$ cat src/rtl/imem_loader_pkg.sv
// Shared types and constants for the instruction-memory boot loader.
// Holds the frame field widths, the default sync marker and the framing FSM state type.
package imem_loader_pkg;

    localparam int BYTE_W = 8;
    localparam int LEN_W  = 16;
    localparam int WORD_W = 32;

    localparam logic [BYTE_W-1:0] SYNC_BYTE_DEFAULT = 8'hA5;

    typedef enum logic [2:0] {
        S_IDLE,
        S_LEN0,
        S_LEN1,
        S_DATA,
        S_CSUM,
        S_DONE,
        S_ERROR
    } loader_state_t;

endpackage

$ cat src/rtl/imem_loader_packer.sv
// Assembles little-endian words from a byte stream and keeps the running XOR checksum.
// o_wordDone is combinational and fires in the same cycle the lane-3 byte is accepted.
module byte_to_word_packer
    import imem_loader_pkg::*;
(
    input  logic              clk,
    input  logic              rst,
    input  logic              i_clear,
    input  logic              i_en,
    input  logic [BYTE_W-1:0] i_byte,
    output logic [WORD_W-1:0] o_word,
    output logic              o_wordDone,
    output logic [BYTE_W-1:0] o_csum
);

    localparam int SHIFT_W = WORD_W - BYTE_W;

    logic [1:0]         r_lane;
    logic [SHIFT_W-1:0] r_shift;
    logic [BYTE_W-1:0]  r_csum;

    // Earlier bytes slide toward the low end, so after three bytes r_shift holds lanes 2..0.
    always_ff @(posedge clk) begin
        if (rst || i_clear) begin
            r_lane  <= '0;
            r_shift <= '0;
            r_csum  <= '0;
        end else if (i_en) begin
            r_lane  <= r_lane + 2'd1;
            r_shift <= {i_byte, r_shift[SHIFT_W-1:BYTE_W]};
            r_csum  <= r_csum ^ i_byte;
        end
    end

    assign o_word     = {i_byte, r_shift};
    assign o_wordDone = i_en && (r_lane == 2'd3);
    assign o_csum     = r_csum;

endmodule

$ cat src/rtl/imem_loader.sv
// Boot-time loader: parses a framed byte stream, writes words into instruction memory
// and releases the core only once the whole frame has passed its XOR checksum.
module imem_loader
    import imem_loader_pkg::*;
#(
    parameter int                ADDR_W    = 10,
    parameter logic [BYTE_W-1:0] SYNC_BYTE = SYNC_BYTE_DEFAULT
) (
    input  logic              clk,
    input  logic              rst,
    input  logic              in_valid,
    input  logic [BYTE_W-1:0] in_data,
    output logic              in_ready,
    output logic              imem_we,
    output logic [ADDR_W-1:0] imem_waddr,
    output logic [WORD_W-1:0] imem_wdata,
    output logic              core_hold,
    output logic              done,
    output logic              err
);

    localparam logic [LEN_W:0] LEN_LIMIT = (LEN_W+1)'(1) << ADDR_W;

    loader_state_t r_state;
    loader_state_t w_nextState;

    logic [BYTE_W-1:0] r_lenLo;
    logic [ADDR_W:0]   r_wordCnt;
    logic [ADDR_W:0]   r_index;
    logic              r_we;
    logic [ADDR_W-1:0] r_waddr;
    logic [WORD_W-1:0] r_wdata;
    logic              r_done;
    logic              r_err;
    logic              r_hold;

    logic              w_xfer;
    logic [LEN_W-1:0]  w_len;
    logic [LEN_W:0]    w_lenExt;
    logic              w_tooBig;
    logic              w_lenZero;
    logic              w_lastWord;
    logic              w_pack;
    logic              w_clear;
    logic [WORD_W-1:0] w_word;
    logic              w_wordDone;
    logic [BYTE_W-1:0] w_csum;

    assign in_ready   = ~rst;
    assign w_xfer     = in_valid && in_ready;
    assign w_len      = {in_data, r_lenLo};
    assign w_lenExt   = {1'b0, w_len};
    assign w_tooBig   = w_lenExt > LEN_LIMIT;
    assign w_lenZero  = (w_len == '0);
    assign w_lastWord = (r_index == r_wordCnt - 1'b1);
    assign w_pack     = w_xfer && (r_state == S_DATA);
    assign w_clear    = w_xfer && (r_state == S_LEN1);

    byte_to_word_packer u_packer (
        .clk        (clk),
        .rst        (rst),
        .i_clear    (w_clear),
        .i_en       (w_pack),
        .i_byte     (in_data),
        .o_word     (w_word),
        .o_wordDone (w_wordDone),
        .o_csum     (w_csum)
    );

    always_comb begin
        w_nextState = r_state;
        case (r_state)
            S_IDLE: begin
                if (w_xfer && in_data == SYNC_BYTE) w_nextState = S_LEN0;
            end
            S_LEN0: begin
                if (w_xfer) w_nextState = S_LEN1;
            end
            S_LEN1: begin
                if (w_xfer) begin
                    if (w_tooBig)       w_nextState = S_ERROR;
                    else if (w_lenZero) w_nextState = S_CSUM;
                    else                w_nextState = S_DATA;
                end
            end
            S_DATA: begin
                if (w_wordDone && w_lastWord) w_nextState = S_CSUM;
            end
            S_CSUM: begin
                if (w_xfer) w_nextState = (in_data == w_csum) ? S_DONE : S_ERROR;
            end
            S_DONE: begin
                w_nextState = S_DONE;
            end
            S_ERROR: begin
                if (w_xfer && in_data == SYNC_BYTE) w_nextState = S_LEN0;
            end
            default: begin
                w_nextState = S_IDLE;
            end
        endcase
    end

    // Status flags are registered from the next state so they move together with it.
    always_ff @(posedge clk) begin
        if (rst) begin
            r_state   <= S_IDLE;
            r_lenLo   <= '0;
            r_wordCnt <= '0;
            r_index   <= '0;
            r_we      <= 1'b0;
            r_waddr   <= '0;
            r_wdata   <= '0;
            r_done    <= 1'b0;
            r_err     <= 1'b0;
            r_hold    <= 1'b1;
        end else begin
            r_state <= w_nextState;
            r_we    <= w_wordDone;
            if (w_xfer && r_state == S_LEN0) begin
                r_lenLo <= in_data;
            end
            if (w_clear) begin
                r_wordCnt <= w_lenExt[ADDR_W:0];
                r_index   <= '0;
            end
            if (w_wordDone) begin
                r_waddr <= r_index[ADDR_W-1:0];
                r_wdata <= w_word;
                r_index <= r_index + 1'b1;
            end
            r_done <= (w_nextState == S_DONE);
            r_err  <= (w_nextState == S_ERROR);
            r_hold <= (w_nextState != S_DONE);
        end
    end

    assign imem_we    = r_we;
    assign imem_waddr = r_waddr;
    assign imem_wdata = r_wdata;
    assign core_hold  = r_hold;
    assign done       = r_done;
    assign err        = r_err;

endmodule

$ cat config.mk
export PLATFORM = sky130hd
export DESIGN_NAME = imem_loader
export DESIGN_NICKNAME = d
export VERILOG_FILES = /design/src/rtl/imem_loader_pkg.sv /design/src/rtl/imem_loader_packer.sv /design/src/rtl/imem_loader.sv
export SDC_FILE = /design/constraint.sdc
export NUM_CORES = 1
export LEC_CHECK = 0
export ABC_CLOCK_PERIOD_IN_PS = 3300
export CORE_UTILIZATION = 51
export CTS_CLUSTER_DIAMETER = 30
export DETAILED_ROUTE_END_ITERATION = 12
export GPL_ROUTABILITY_DRIVEN = 0
export PLACE_DENSITY = 0.74
export SLEW_MARGIN = 10
export SYNTH_ARGS = -nofsm -noshare
export SYNTH_HDL_FRONTEND = slang
export SYNTH_SLANG_ARGS = --single-unit
$ cat constraint.sdc
create_clock -name clk -period 3.3 [get_ports clk]
set_input_delay 0.33 -clock clk [delete_from_list [all_inputs] [get_ports clk]]
set_output_delay 0.33 -clock clk [all_outputs]
set_load 0.02 [all_outputs]
* After elaboration in Yosys (flattened, before gate mapping) *
Cells that the tools add are included.
Widths: inputs -> output; s select.

storage, ports and cells
  ROM bits = 0
  output and inout bits = 47
  bits in latches = 0
  register bits after elaboration = 113
  memory bits (writable) = 0
  input port bits = 11
  logic and storage cells = 55
  memories = 0

operators by class
  magnitude comparators = 1
  reduce and logical (&&, ||, !) cells = 12
  multiply operators = 0
  div/mod/pow operators = 0
  bitwise logic cells = 2
  equal/unequal tests = 13
  add/subtract/negate cells = 3
  multiplexer cells = 11
  shift operators = 0

operator list
  cell                   count
  $mux 11                2
  $mux 3                 7
  $pmux 3 s6             1
  $gt 16x11->1 const B   1
  $logic_not 16->1       1
  $eq 3x3->1 const B     5
  $add 11x1->11 const B  1
  $eq 11x11->1           1
  $sub 11x1->11 const B  1
  $eq 8x8->1             1
  $eq 8x8->1 const B     1
  $xor 8x8->8            1
  $logic_and 1x1->1      7
  $eq 3x2->1 const B     2
  $eq 3x1->1 const B     1
  $logic_not 3->1        1
  $ne 3x3->1 const B     1
  $add 2x1->2 const B    1
  $eq 2x2->1 const B     1
  $mux 2                 1
  $reduce_bool 2->1      1
  $reduce_or 2->1        1
  $logic_or 1x1->1       1
  $not 1->1              1

* Logic depth before layout (Yosys ltp) *
Gate-level depths: netlist of the first run.

  depth after elaboration = 8
  gate-level depth with buffers = 9
  mapped depth without buffers = 8

* Modules after synthesis *
From an unflattened synthesis of the first run, not the netlist that was laid out.

second synthesis, totals
  cell total of the unflattened synthesis = 535
  area total of the unflattened synthesis = 5028.6 sq um

by module, submodules not included
  module               sequential area each (sq um)  times used  area an instance (sq um)  cells each
  imem_loader          1581.5                        1           3621.0                    405
  byte_to_word_packer  680.7                         1           1407.6                    130

* Least setup slack after synthesis of the first run *
OpenSTA, ideal clock, no wires.

  path kind = reg2reg
  start point = reg r_wordCnt[0]
  end point = reg r_hold, in the netlist core_hold
  data required time = 3.173 ns
  cell stages (with the launch flop) = 10
  buffers on the path = 1
  period minus slack after synthesis = 2.346 ns
  slack = 0.954 ns
  arrival = 2.219 ns
  setup time = 0.127 ns
  path through = dfxtp_1 > inv_1 > ha_1 > buf_6 > or3b_4 > nor4_1 > xnor2_1 > nand4_1 > o41a_1 > or3_1

between the ends
  longest elaborated chain between the ends = 6

RTL lines
  item                    RTL line            source
  from (decl)             imem_loader.sv:28   logic [ADDR_W:0] r_wordCnt;
  from (signal assigned)  imem_loader.sv:124  r_wordCnt <= w_lenExt[ADDR_W:0];
  $sub 11x1->11           imem_loader.sv:55   assign w_lastWord = (r_index == r_wordCnt - 1'b1);
  $eq 11x11->1            imem_loader.sv:55
  $logic_and 1x1->1       imem_loader.sv:87   if (w_wordDone && w_lastWord) w_nextState = S_CSUM;
  $mux 3                  imem_loader.sv:87
  $pmux 3 s6              imem_loader.sv:72   case (r_state)
  $ne 3x3->1              imem_loader.sv:134  r_hold <= (w_nextState != S_DONE);
  to (signal assigned)    imem_loader.sv:134
  to (decl)               imem_loader.sv:35   logic r_hold;

Every way passes these cells.
A chain may end at the register's enable or synchronous reset.

* Worst setup path in the final report of the first run *
Ends and elaborated chain as after synthesis.

==> results of run 1 <==
==> placed cells by master, fill, tap and decap left out, types with 3 or more instances in the layout <==
cell and instances:
nand2_1 171, dfxtp_1 113, a21oi_1 85, clkdlybuf4s50_1 56
nor2_1 38, xor2_1 23, clkbuf_16 16, mux2i_1 11
nor4_1 10, xnor2_1 9, nor3_1 8, clkinvlp_4 8
nand3_1 7, nand4_1 6, buf_4 6, and3_1 5
o21ai_0 5, or3_1 4, inv_1 3, nand3b_1 3
ha_1 3, inv_6 3
==> routing by layer <==
layer | GRT usage | up-vias | wire [µm]
met5 | 0 | - | 0
met4 | 0.111 | 0 | 175
met2 | 0.392 | 126 | 5270
met3 | 0.0515 | 20 | 533
li1 | - | 2045 | -
met1 | 0.320 | 1972 | 5150
==> sequential cells by signal, summed over array words and instances (netlist names), 2 cells and up <==
signal and cells:
u_packer.o_csum 8, r_lenLo 8, imem_wdata 32, u_packer.r_shift 24, r_index 11, imem_waddr 10
u_packer.r_lane 2, r_wordCnt 11, r_state 3
==> Yosys cell counts, drive strengths merged, types with 2 or more instances <==
cell / n / area, µm²
or4: 2 / 18.8
nor2: 40 / 160
and3: 5 / 31.3
o211a: 2 / 20.0
nor3: 8 / 40.0
a31oi: 2 / 12.5
dfxtp: 113 / 2260
nand4: 6 / 37.5
a21oi: 85 / 425
mux2: 2 / 22.5
nor4: 10 / 62.6
inv: 4 / 15.0
a211oi: 2 / 15.0
clkbuf: 34 / 129
ha: 3 / 37.5
nand2: 171 / 642
or3b: 2 / 20.0
or3: 4 / 25.0
xor2: 23 / 201
a311oi: 2 / 17.5
mux2i: 11 / 110
buf: 8 / 46.3
a41oi: 2 / 17.5
nand2b: 2 / 20.0
o21ai: 5 / 25.0
nand3b: 3 / 22.5
xnor2: 9 / 78.8
nand3: 7 / 35.0
==> path summary, 6_finish.rpt <==
path                                     from            end  cells after the start
worst max register to register   r_wordCnt[0]      core_hold                      8
worst max-delay path             r_wordCnt[0]      core_hold                      8
worst min register to register  imem_wdata[5]  imem_wdata[5]                      2
worst min-delay path                      rst     r_index[6]                      2
==> cell families (layout without fill, tap and decap cells) <==
kind of cell             count (synthesis)  after routing  share of synthesized area
AO/OA/AOI/OAI                          111            111                      0.133
multiplexers                            13             13                     0.0282
XOR/XNOR                                32             32                     0.0597
AND/OR/NAND/NOR                        267            267                      0.249
adder cells (fa/ha/maj)                  3              3                    0.00799
flip-flops                             113            113                      0.481
buffers and inverters                   46             98                     0.0405
==> where the power goes <==
group	internal, mW	switching [mW]
Combinational	0.0184	0.0421
Clock	0.999	0.670
Sequential	1.36	0.0000366
Total	2.38	0.712
==> worst max-delay path: stages (launching register included) <==
cell and delay (ns):
dfxtp_1 0.36, inv_1 0.08, ha_1 0.32, or3b_4 0.44, o31ai_1 0.29, o211ai_1 0.18, o211a_1 0.15, o41a_1 0.46
or3_1 0.32
==> per-stage QoR <==
step	utilization	hold WS, ns	setup WS (ns)	instances	area, µm²
after global placement	0.598	0.441	0.801	714	5270
final	0.661	0.223	0.579	745	5820
after global routing	0.661	0.219	0.446	745	5820
after detailed placement	0.598	0.446	0.707	714	5270
after CTS	0.661	0.196	0.630	745	5820
after floorplan	-	0.429	0.954	585	4700
==> cell type report <==
cell class	count	area, µm²
Fill cell	731	2990
Sequential cell	113	2260
Multi-Input combinational cell	426	2250
Timing Repair Buffer	63	611
Clock buffer	17	414
Tap cell	108	135
Clock inverter	14	134
Inverter	4	15.0
==> impl_metrics.env, run 1 <==
export IMPL_worst_pin_slew_ns=0.596
export IMPL_critical_path_class="reg2reg"
export IMPL_drv_slew=0
export IMPL_drc_errors=4
export IMPL_hold_class="in2reg"
export IMPL_viasPerCell=5.59
export IMPL_fp_dieW_um=98.0
export IMPL_start_util=0.534
export IMPL_setup_violations_final=0
export IMPL_diodes=0
export IMPL_vias=4163
export IMPL_cp_start_kind="flip-flop"
export IMPL_cts_buffers_inserted=17
export IMPL_synth_distinct_cells=55
export IMPL_vdd_ir_drop_worst_v=0.000337
export IMPL_clk_latency_ns=0.51
export IMPL_cts_setup_buffers=0
export IMPL_cts_sinks=113
export IMPL_cts_max_path_buffers=2
export IMPL_finalCriticalPeriod_ns=2.72
export IMPL_syn_avg_cell_area_um2=8.03
export IMPL_end_kind="flip-flop"
export IMPL_ys_ff_latch=113
export IMPL_die_area_um2=9600
export IMPL_rsz0062_at_grt="false"
export IMPL_ios=58
export IMPL_wl_per_cell_um=14.9
export IMPL_violations="DRC"
export IMPL_grt_pass1_wl_um=18900
export IMPL_synth_area_um2=4700
export IMPL_cts_tree="yes"
export IMPL_grt_antenna_before_repair=0
export IMPL_slew_headroom=0.602
export IMPL_synthFlopType="dfxtp_1"
export IMPL_cp_max_fo=9
export IMPL_status="finished with violations"
export IMPL_yosysSeqAreaShare=0.481
export IMPL_dieHeight_um=98.0
export IMPL_p_leak_nw=2.05
export IMPL_grt_max_degree=57
export IMPL_totalWireLength_um=11100
export IMPL_ctsResizeCount=0
export IMPL_cts_root_buf="clkbuf_8"
export IMPL_syn_inst=585
export IMPL_dr_pass1_iters=9
export IMPL_drt_iter0_drc=204
export IMPL_path_clk_slew_ns=0.06
export IMPL_yosys_warnings=0
export IMPL_drv_cap=0
export IMPL_power_mw=3.09
export IMPL_crit_required_ns=3.69
export IMPL_dp_hpwl_um=7180
export IMPL_grtUsageTotal=0.245
export IMPL_row_count=34
export IMPL_portBuffers=57
export IMPL_drive_gt1_frac=0.0754
export IMPL_async_reset_ff_frac=0
export IMPL_antenna_left=0
export IMPL_r2r_setup_slack_ns=0.58
export IMPL_hold_viol_final=0
export IMPL_synth_edff_count=0
export IMPL_arrival_ns=3.11
export IMPL_fin_crit_sh=0.824
export IMPL_grt_pass1_vias=3990
export IMPL_layout_nets=639
export IMPL_syn_nets=599
export IMPL_tns_ns=0
export IMPL_clock_skew_ns=0.00807
export IMPL_htree_levels=4
export IMPL_overflow=0
export IMPL_powerDensity_nw_per_um2=532
export IMPL_core_area_um2=8810
export IMPL_postCtsHoldBufs=0
export IMPL_area_delta_synth_final_pct=23.8
export IMPL_fmax_ghz=0.368
Note: power is estimated with default switching activity, not from simulation.
==> run 2, diff against run 1 <==
ABC_CLOCK_PERIOD_IN_PS = 2400   (was 3300)
CORE_UTILIZATION = 50   (was 51)
PLACE_DENSITY = 0.76   (was 0.74)
clock period = 2.4 ns   (was 3.3 ns; I/O delays follow)
==> run 2 against run 1 <==
  * The run now ends clean
  * Maximum frequency increased by 17%
  * Combinational power is 47% higher
  * Clock skew grew 0.0017 ns
  * Die area is 2.0% higher
  * Non-clock buffer count grew 13
  * Utilization shrank 1.0 points
  * Power is 42% higher
  * Critical path type unchanged
  * Largest cell class unchanged
  * Cell area increased by 2.3%
  * Count of clock-buffer cells in the layout is 4 higher
  * Cell count increased by 2.1%
==> impl_metrics.env, run 2 (same netlist as run 1, synthesis figures left out) <==
export IMPL_critical_path_class="reg2reg"
export IMPL_grt_antenna_before_repair=0
export IMPL_drv_slew=0
export IMPL_status="finished clean"
export IMPL_placed_cell_area_um2=5370
export IMPL_start_util=0.513
export IMPL_whs_path_depth=4
export IMPL_worst_pin_slew_ns=0.543
export IMPL_clk_latency_ns=0.51
export IMPL_mostFrequentLayoutCell="nand2_1"
export IMPL_r2r_start="r_wordCnt[1]"
export IMPL_viasPerCell=5.57
export IMPL_crit_chain="inv_1, ha_1, or3b_4, nor4_4, xnor2_1, nand4_1, o41a_1, or3_1"
export IMPL_overflow=0
export IMPL_core_area_um2=9150
export IMPL_fin_hold_ws_ns=0.142
export IMPL_grt_pass1_vias=3910
export IMPL_startpoint="r_wordCnt[1]"
export IMPL_diodes=0
export IMPL_dr_pass1_iters=8
export IMPL_fmax_ghz=0.429
export IMPL_min_to="r_wordCnt[8]"
export IMPL_antenna_left=0
export IMPL_hold_class="in2reg"
export IMPL_drt_iter0_drc=241
export IMPL_grt_pass1_wl_um=18800
export IMPL_setup_violations_final=0
export IMPL_grt_max_degree=52
export IMPL_cts_max_path_buffers=2
export IMPL_end_kind="flip-flop"
export IMPL_dp_hpwl_um=7470
export IMPL_die_area_um2=9790
export IMPL_reg2reg_depth=8
export IMPL_path_clk_slew_ns=0.06
export IMPL_ios=58
export IMPL_powerDensity_nw_per_um2=737
export IMPL_fin_crit_sh=0.971
export IMPL_power_mw=4.38
export IMPL_crit_family="simple AND/OR/NAND/NOR gates"
export IMPL_p_leak_nw=2.15
export IMPL_mostFrequentLayoutCells="nand2_1, dfxtp_1, a21oi_1"
export IMPL_slowest_delay_ns=0.47
export IMPL_totalWireLength_um=11300
export IMPL_arrival_ns=2.72
export IMPL_cp_max_fo=5
export IMPL_cts_sinks=113
export IMPL_grtUsageTotal=0.240
export IMPL_clock_skew_ns=0.00975
export IMPL_portBuffers=57
export IMPL_crit_buf_inv=1
export IMPL_postCtsHoldBufs=0
export IMPL_drive_gt1_frac=0.0908
export IMPL_finalInstanceArea_um2=5950
export IMPL_nFillCells=750
export IMPL_finalCriticalPeriod_ns=2.33
export IMPL_hold_viol_final=0
export IMPL_cts_buffers_inserted=17
export IMPL_drc_errors=0
export IMPL_wl_per_cell_um=14.8
export IMPL_min_delay_start="rst"
export IMPL_fp_dieW_um=98.9
export IMPL_cts_root_buf="clkbuf_8"
export IMPL_largest_reg_flops=32
export IMPL_dieHeight_um=98.9
export IMPL_area_delta_synth_final_pct=26.7
export IMPL_cts_tree="yes"
export IMPL_vias=4239
export IMPL_slew_headroom=0.638
export IMPL_r2r_end="core_hold"
export IMPL_layout_nets=652
export IMPL_row_count=35
export IMPL_vdd_ir_drop_worst_v=0.000519
export IMPL_r2r_setup_slack_ns=0.07
export IMPL_cp_start_kind="flip-flop"
export IMPL_htree_levels=4
export IMPL_post_route_util=0.650
export IMPL_cp_slowest_cell="o41a_1"
export IMPL_drv_cap=0
export IMPL_crit_required_ns=2.79
## run 2: cell count changes in the layout (fill, tap and decap cells not counted)
cell / before / now
dfxtp_1: 113 / 112
clkinvlp_4: 8 / 2
inv_6: 3 / 0
dfxtp_2: 0 / 1
nor4_1: 10 / 9
bufinv_16: 1 / 3
clkbuf_1: 0 / 4
nor4_4: 0 / 1
buf_4: 6 / 19
clkinv_2: 0 / 3
## run 2: metal layers
layer / vias up / global-route usage / wire, µm
met4: 0 / 0.102 / 242
met2: 144 / 0.381 / 5240
met5: - / 0 / 0
li1: 2080 / - / -
met3: 27 / 0.0489 / 562
met1: 1988 / 0.318 / 5240
## run 2: metrics by stage
stage,TNS [ns],cells,setup WS (ns)
floorplan,0,585,0.0537
finish,0,761,0.0688
CTS,0,761,0.0251
global placement,0,730,0.113
global route,-0.00366,761,-0.00366
detailed placement,-0.00527,730,-0.00527
## run 2: timing repair
action / in CTS / in global routing
endpoints found under the setup margin: 1 / 1
pin swaps: 0 / 1
resized for setup: 1 / 2
hold endpoints to repair: 0 / 0
buffers inserted: 0 / 0
## run 2: worst max-delay path by stage
stage	slack, ns	cells past startpoint	end
6_report	0.07	8	core_hold
5_1_grt	-0.004	8	core_hold
4_1_cts	0.03	8	core_hold
3_5_place_dp	-0.005	8	core_hold
3_3_place_gp	0.11	8	core_hold
2_1_floorplan	0.05	9	core_hold
## run 2: worst min-delay path: cells and delay by family
family                 cells  cell delay [ns]
buffers and inverters      2             0.22
and+or+nand+nor            2             0.14
## run 2: power by group
part	switching [mW]	internal [mW]	total, mW
Sequential	0.0000525	1.88	1.88
Combinational	0.0593	0.0294	0.0888
Clock	0.849	1.57	2.42
Total	0.908	3.48	4.38
## run 2: final cells by class
type | count | area, µm² | share of cell area
clock buffers | 21 | 429 | 0.0721
clock inverters | 10 | 138 | 0.0231
inverters | 4 | 15.0 | 0.00252
multi-input cells | 426 | 2260 | 0.380
flip-flops and latches | 113 | 2260 | 0.380
well taps | 111 | 139 | 0.0233
repair buffers | 76 | 708 | 0.119
